$ cat src/rtl/bcd_seq_converter_if.sv
// Handshake bundle for the sequential binary-to-BCD converter.
// master drives operands and out_ready; slave is the converter.
interface bcd_seq_converter_if #(
  parameter int WIDTH  = 8,
  parameter int DIGITS = 3
);
  logic                  in_valid;
  logic                  in_ready;
  logic [WIDTH-1:0]      in_bin;
  logic                  out_valid;
  logic                  out_ready;
  logic [4*DIGITS-1:0]   out_bcd;
  logic                  out_neg;
  logic                  busy;

  modport master (
    output in_valid,
    output in_bin,
    output out_ready,
    input  in_ready,
    input  out_valid,
    input  out_bcd,
    input  out_neg,
    input  busy
  );

  modport slave (
    input  in_valid,
    input  in_bin,
    input  out_ready,
    output in_ready,
    output out_valid,
    output out_bcd,
    output out_neg,
    output busy
  );
endinterface

$ cat src/rtl/bcd_seq_converter.sv
// Iterative double-dabble binary-to-BCD converter, one bit per clock.
// Optional signed input handling is enabled by defining BCD_SIGNED_EN.
module bcd_seq_converter #(
  parameter int WIDTH  = 8,
  parameter int DIGITS = 3
) (
  input  logic                 clk,
  input  logic                 rst_n,
  bcd_seq_converter_if.slave   bus
);

  localparam int BW = 4 * DIGITS;
  localparam int CW = $clog2(WIDTH + 1);

  typedef enum logic [1:0] {
    IDLE,
    SHIFT,
    DONE
  } state_t;

  state_t            state_q;
  logic [CW-1:0]     cnt_q;
  logic [WIDTH-1:0]  bin_q;
  logic [BW-1:0]     bcd_q;
  logic [BW-1:0]     obcd_q;
  logic              ovld_q;

  logic [BW-1:0]     adj;
  logic [BW+WIDTH-1:0] sh;
  logic [BW-1:0]     bcd_d;
  logic [WIDTH-1:0]  bin_d;
  logic [WIDTH-1:0]  mag_d;

  // Per-digit +3 on digits >= 5; no carry crosses a digit boundary.
  always_comb begin
    adj = bcd_q;
    for (int i = 0; i < DIGITS; i++) begin
      if (bcd_q[4*i +: 4] >= 4'd5)
        adj[4*i +: 4] = bcd_q[4*i +: 4] + 4'd3;
    end
  end

  assign sh    = {adj, bin_q} << 1;
  assign bcd_d = sh[BW+WIDTH-1:WIDTH];
  assign bin_d = sh[WIDTH-1:0];

`ifdef BCD_SIGNED_EN
  logic sign_q;
  logic oneg_q;
  logic neg_d;

  assign neg_d = bus.in_bin[WIDTH-1];
  assign mag_d = neg_d ? (~bus.in_bin + WIDTH'(1))
                       : bus.in_bin;
  assign bus.out_neg = oneg_q;
`else
  assign mag_d = bus.in_bin;
  assign bus.out_neg = 1'b0;
`endif

  always_ff @(posedge clk or negedge rst_n) begin
    if (!rst_n) begin
      state_q <= IDLE;
      cnt_q   <= '0;
      bin_q   <= '0;
      bcd_q   <= '0;
      obcd_q  <= '0;
      ovld_q  <= 1'b0;
`ifdef BCD_SIGNED_EN
      sign_q  <= 1'b0;
      oneg_q  <= 1'b0;
`endif
    end else begin
      unique case (state_q)
        IDLE: begin
          if (bus.in_valid) begin
            bin_q   <= mag_d;
            bcd_q   <= '0;
            cnt_q   <= CW'(WIDTH);
            state_q <= SHIFT;
`ifdef BCD_SIGNED_EN
            sign_q  <= neg_d;
`endif
          end
        end
        SHIFT: begin
          bin_q <= bin_d;
          bcd_q <= bcd_d;
          cnt_q <= cnt_q - CW'(1);
          if (cnt_q == CW'(1)) begin
            obcd_q  <= bcd_d;
            ovld_q  <= 1'b1;
            state_q <= DONE;
`ifdef BCD_SIGNED_EN
            oneg_q  <= sign_q;
`endif
          end
        end
        DONE: begin
          if (bus.out_ready) begin
            ovld_q  <= 1'b0;
            state_q <= IDLE;
          end
        end
        default: state_q <= IDLE;
      endcase
    end
  end

  assign bus.in_ready  = (state_q == IDLE);
  assign bus.busy      = (state_q == SHIFT);
  assign bus.out_valid = ovld_q;
  assign bus.out_bcd   = obcd_q;

endmodule

$ cat src/flat_wrapper.sv
// flat-port wrapper written by rule: the top's interface ports become plain ports
module bcd_seq_converter_flat 
#(
  parameter int WIDTH  = 8,
  parameter int DIGITS = 3
)
  (clk, rst_n, bus_in_valid, bus_in_bin, bus_out_ready, bus_in_ready, bus_out_valid, bus_out_bcd, bus_out_neg, bus_busy);
  bcd_seq_converter_if #(.WIDTH(WIDTH), .DIGITS(DIGITS)) bus_i ();
  input  logic clk;
  input  logic rst_n;
  input wire logic [$bits(bus_i.in_valid)-1:0] bus_in_valid;
  input wire logic [$bits(bus_i.in_bin)-1:0] bus_in_bin;
  input wire logic [$bits(bus_i.out_ready)-1:0] bus_out_ready;
  output wire logic [$bits(bus_i.in_ready)-1:0] bus_in_ready;
  output wire logic [$bits(bus_i.out_valid)-1:0] bus_out_valid;
  output wire logic [$bits(bus_i.out_bcd)-1:0] bus_out_bcd;
  output wire logic [$bits(bus_i.out_neg)-1:0] bus_out_neg;
  output wire logic [$bits(bus_i.busy)-1:0] bus_busy;
  assign bus_i.in_valid = bus_in_valid;
  assign bus_i.in_bin = bus_in_bin;
  assign bus_i.out_ready = bus_out_ready;
  assign bus_in_ready = bus_i.in_ready;
  assign bus_out_valid = bus_i.out_valid;
  assign bus_out_bcd = bus_i.out_bcd;
  assign bus_out_neg = bus_i.out_neg;
  assign bus_busy = bus_i.busy;
  bcd_seq_converter #(.WIDTH(WIDTH), .DIGITS(DIGITS)) u_core (.clk(clk), .rst_n(rst_n), .bus(bus_i));
endmodule
$ cat config.mk
export PLATFORM = sky130hd
export DESIGN_NAME = bcd_seq_converter_flat
export DESIGN_NICKNAME = d
export VERILOG_FILES = /design/src/rtl/bcd_seq_converter_if.sv /design/src/rtl/bcd_seq_converter.sv /design/src/flat_wrapper.sv
export SDC_FILE = /design/constraint.sdc
export NUM_CORES = 1
export LEC_CHECK = 0
export CAP_MARGIN = 20
export CORE_ASPECT_RATIO = 1.1
export CORE_MARGIN = 1.5
export CORE_UTILIZATION = 25
export DETAILED_ROUTE_END_ITERATION = 7
export GPL_TIMING_DRIVEN = 0
export MAX_ROUTING_LAYER = met4
export PLACE_DENSITY_LB_ADDON = 0.05
export SLEW_MARGIN = 15
export SYNTH_ARGS = -nofsm -noshare
export SYNTH_HDL_FRONTEND = slang
export SYNTH_SLANG_ARGS = --single-unit
$ cat constraint.sdc
create_clock -name clk -period 1.7 [get_ports clk]
set_input_delay 0.255 -clock clk [delete_from_list [all_inputs] [get_ports clk]]
set_output_delay 0.255 -clock clk [all_outputs]
set_load 0.05 [all_outputs]
# Word-level counts from Yosys, hierarchy flattened
# Cells that the tools add are included.
[word_totals]
reg_bits = 39
latch_bits = 0
ramBits = 0
romBits = 0
input_bits = 12
out_inout_bits = 16
n_memories = 0
[op_classes]
n_addsub = 4
n_mul = 0
div_mod_pow = 0
order_cmp = 3
eq_ne = 6
shift = 0
n_mux = 16
bitwise_logic = 0
reduce_logical = 7
[op_table]
columns = ["cell", "count"]
rows = [
  ["case mux 12 bit (2 select lines)", 1],
  ["case mux 8 bit (2 select lines)", 1],
  ["greater-or-equal comparator 4 x 3 -> 1 bit, second input constant", 3],
  ["two-way mux 12 bit", 1],
  ["two-way mux 4 bit", 3],
  ["adder 4 x 2 -> 4 bit, second input constant", 2],
  ["two-way mux 8 bit", 1],
  ["case mux 4 bit (2 select lines)", 1],
  ["two-way mux 2 bit", 3],
  ["case mux 2 bit (3 select lines)", 1],
  ["AND reduction 3 bit", 2],
  ["== test 4 x 1 -> 1 bit, second input constant", 1],
  ["inequality test 2 bit, second input constant", 2],
  ["AND reduction 2 bit", 2],
  ["nonzero test 2 bit", 2],
  ["subtractor 4 x 1 -> 4 bit, second input constant", 1],
  ["adder 3 x 2 -> 3 bit, second input constant", 1],
  ["two-way mux 3 bit", 1],
  ["== test 2 x 1 -> 1 bit, second input constant", 1],
  ["== test 2 bit, second input constant", 1],
  ["zero test 2 bit", 1],
  ["two-way mux 1 bit", 2],
  ["inequality test 2 x 1 -> 1 bit, second input constant", 1],
  ["case mux 1 bit (2 select lines)", 1],
]

# Depth between registers and ports, before layout
[logic_depth]
word_depth = 3
ltp_mapped = 7
mapped_depth_nobuf = 6

# Worst setup path after synthesis
# OpenSTA, ideal clock, no wires.
[synth_timing]
path_type = "reg-to-output"
from = "register u_core.state_q[0]"
to = "output bus_in_ready"
arrival_ps = 1261
required_time_ps = 1445
setup_slack_ps = 184
path_stages_with_launch = 3
n_path_buf = 1
cell_sequence = "dfrtp_1 -> clkbuf_1 -> nor2_1"
[synth_via]
elab_chain_cells = 1
[synth_rtl]
columns = ["element", "line", "rtl"]
rows = [
  ["from (decl)", "bcd_seq_converter.sv:21", "state_t state_q;"],
  ["from (signal assigned)", "bcd_seq_converter.sv:63", "state_q <= IDLE;"],
  ["from (signal assigned)", "bcd_seq_converter.sv:80", "state_q <= SHIFT;"],
  ["from (signal assigned)", "bcd_seq_converter.sv:93", "state_q <= DONE;"],
  ["zero test 2 bit", "bcd_seq_converter.sv:110", "assign bus.in_ready = (state_q == IDLE);"],
  ["to (decl)", "flat_wrapper.sv:14", "output wire logic [$bits(bus_i.in_ready)-1:0] bus_in_ready;"],
]
# No other way between the ends.

# Final worst setup path
[layout_timing]
from = "register u_core.state_q[1]"
to = "output bus_busy"
[layout_via]
elab_chain_cells = 1
[layout_rtl]
columns = ["element", "line", "rtl"]
rows = [
  ["== test 2 x 1 -> 1 bit", "bcd_seq_converter.sv:111", "assign bus.busy = (state_q == SHIFT);"],
  ["to (decl)", "flat_wrapper.sv:18", "output wire logic [$bits(bus_i.busy)-1:0] bus_busy;"],
]
# No other way between the ends.

==> key figures <==
Run status
  • Status: completed

GRT
  • Pin count of the biggest net entering global routing: 28
  • First-pass GRT wire length: a little over 7000 um
  • Initial antenna violation count: 0
  • GRT Resource Usage Total: between 10% and 20%
  • Vias in the first global route: about 1,500
  • Congestion Overflow GR: 0

STA
  • Slew Limit Fails: 0
  • FMAX: between 600 and 700 MHz
  • Post-route setup TNS: 0 ps
  • RSZ-0062 raised after global routing: false
  • Clock Skew: ~7.6 ps
  • Hold Vio Cnt, Final: 0
  • Final Critical Period: between 1500 and 2000 ps
  • Final setup viols: 0
  • Post-route clock period utilization: between 90 and 100%

Detailed routing
  • DRT met1 WL: approximately 2100 um
  • Initial DRC count: 56
  • Vias per Instance: roughly 4.5
  • Routed wl met2: 2040 um
  • Post-DRT Antenna Nets: 0
  • WL final: between 4000 and 5000 um
  • WL met3: slightly above 100 um
  • Vias: approximately 1,500
  • DR top layer: met4
  • Wire length per cell: 13.2 um
  • Drt first pass iters: 4
  • DRC: 0

Die
  • FP Rows: 33
  • Starting Density: 25.9%
  • Die area: around 8300 um^2
  • Die height: around 96 um
  • I/O Pins: 28
  • Die width: 87.2 um
  • Core ar.: ~7500 um^2

Pwr
  • Total power: about 5000 uW
  • Leakage power: between 0.001 and 0.0015 uW
  • Power per Cell Area: 2040 nW/um^2
  • Max VDD drop: around 490 uV

Critical path
  • Critical path endpoint category: primary output
  • Reg2Reg Depth: 6
  • CP Class: register to primary output
  • CP Launch Point: u_core.state_q[1]$_DFFE_PN0P_
  • Req. time, crit path: ~1400 ps
  • Crit Path Max Fanout: 17
  • FF-to-FF End: u_core.bus.out_bcd[2]$_DFFE_PN0P_
  • Worst Setup Start Kind: register
  • R2R setup slack: 140 ps
  • WP data arrival: 1370 ps
  • Critical path endpoint: bus_busy
  • RR Startpoint: u_core.bcd_q[0]$_DFFE_PN0P_

Yosys
  • FFs w/ async S/R, synth: 100%
  • Synth warnings: 0
  • Syn nets: ~210
  • Sequential share of the synthesized area: about half
  • #FFs+latches synth: 39
  • Synthesized area per cell: just over 10 um^2
  • Netlist cell types: 28
  • Top FF cell, synth: dfrtp_1
  • Post-synth EDFFs: 0
  • Synthesized cell area: between 1500 and 2000 um^2
  • Mapped Cells: ~190

Layout
  • Layout cell share with drive strength beyond 1: approximately 16%
  • Most common cell after layout, fill and taps aside: dfrtp_1
  • Number of fill cells in the layout: 781
  • Final Non-Filler Cells: 330
  • Ant diodes: 0
  • Commonest cells after routing, fill and taps aside: dfrtp_1, o21ai_0, nand2_1
  • Syn-to-layout area delta: 26.1%
  • NumNets Final: between 200 and 250

CTS
  • Clock Tree Buf Depth: 2
  • Clock sink count: 39
  • Root Buffer: clkbuf_8
  • Clk pin slew, worst setup/hold paths: about 80 ps
  • CTS H-tree lvls: 2
  • Clk Latency, worst-skew pair: 290 ps
  • Postcts setup bufs: 0
  • Num CTS Buffers: 5
  • TritonCTS clock tree: yes

Min path
  • Hold Path Class: input pin to async pin

Placement
  • Placed Cells: approximately 320
  • Port Buffers: 25
  • GP Congestion: approximately 0.74
  • HPWL Detailed: a little over 3000 um

Run
  • Number of max-cap violations: 0
## area by class of cell
| cell class | instances | area (um^2) | area share, % |
|---|---|---|---|
| sequential | 39 | 977 | 39.8 |
| clock buffer | 8 | 100 | 4.08 |
| multi-input combinational | 132 | 887 | 36.1 |
| inverter | 10 | 45.0 | 1.83 |
| timing repair buffer | 27 | 255 | 10.4 |
| tap | 105 | 131 | 5.35 |
| buffer | 9 | 60.1 | 2.45 |
## state kept, by name, indices dropped and copies added, names as in the netlist
signal and count:
u_core.bcd_q 12, u_core.state_q 2, u_core.cnt_q 4, u_core.bus.out_bcd 12, u_core.bus.out_valid 1, u_core.bin_q 8
## cells by family after synthesis
kind of cell	count (synthesis)	share of synthesized area (%)
compound gates	61	18.0
simple gates	50	14.0
flops	39	50.1
buf+inv	20	5.39
mux	9	5.78
fa+ha+maj	8	5.14
xor+xnor	3	1.35
other cells	1	0.192
## metal layers
layer / vias up / GRT usage (%)
met3: 6 / 2.86
met2: 20 / 18.2
met5: - / -
li1: 723 / -
met1: 721 / 14.6
met4: 0 / 3.97
## cell usage after synthesis (2+ instances only)
| cell | number | area share (%) |
|---|---|---|
| dfrtp_1 | 39 | 50 |
| o21ai_0 | 29 | 7.5 |
| a21oi_1 | 18 | 4.6 |
| nand2_1 | 18 | 3.5 |
| nor2b_1 | 10 | 3.2 |
| inv_1 | 9 | 1.7 |
| ha_1 | 8 | 5.1 |
| a22oi_1 | 7 | 2.7 |
| a22o_1 | 6 | 2.7 |
| buf_2 | 5 | 1.3 |
| nand2b_1 | 5 | 1.6 |
| nor3b_1 | 5 | 1.9 |
| mux2_4 | 4 | 3.1 |
| nor3_1 | 4 | 1.0 |
| mux2i_1 | 3 | 1.5 |
| nand3_1 | 3 | 0.77 |
| xnor2_1 | 3 | 1.3 |
| buf_6 | 2 | 1.2 |
| clkbuf_1 | 2 | 0.39 |
| mux2_2 | 2 | 1.2 |
| nor2_1 | 2 | 0.39 |
## worst max-delay path, cell delays in order, from the launching register on
cell	delay, ps
dfrtp_2	450
nand2b_1	160
buf_6	160
inv_8	120
buf_6	170
## worst min-delay path by stage
stage,start,endpoint,slack (ps)
2_1_floorplan,rst_n,u_core.bcd_q[0]$_DFFE_PN0P_,-40
3_3_place_gp,u_core.bus.out_bcd[11]$_DFFE_PN0P_,u_core.bus.out_bcd[11]$_DFFE_PN0P_,460
3_5_place_dp,rst_n,u_core.bus.out_bcd[3]$_DFFE_PN0P_,180
4_1_cts,rst_n,u_core.bus.out_bcd[3]$_DFFE_PN0P_,400
5_1_grt,rst_n,u_core.bus.out_bcd[3]$_DFFE_PN0P_,420
6_report,rst_n,u_core.bus.out_bcd[3]$_DFFE_PN0P_,390
## stage by stage
step           cell area (um^2)  hold WS [ps]  utilization, %  setup slack [ps]
3_5_place_dp               2340           181            31.2              -497
6_report                   2460           391            32.7              79.5
5_1_grt                    2460           416            32.7              5.63
2_1_floorplan              1950         -40.6               -               184
3_3_place_gp               2330           464            31.0              -696
4_1_cts                    2430           403            32.4              18.9
## repair_timing
item	in CTS	in global routing
hold buffers	1	0
hold endpoints to repair	12	0
resized for setup	27	8
pin swaps	0	1
endpoints found under the setup margin	15	12
## power breakdown
group	total, uW	switching, uW	leakage, uW	internal (uW)
clock	701	330	0.0000515	371
combinational	2630	1620	0.000569	1010
sequential	1680	344	0.000491	1340
(Power assumes the default switching activity.)
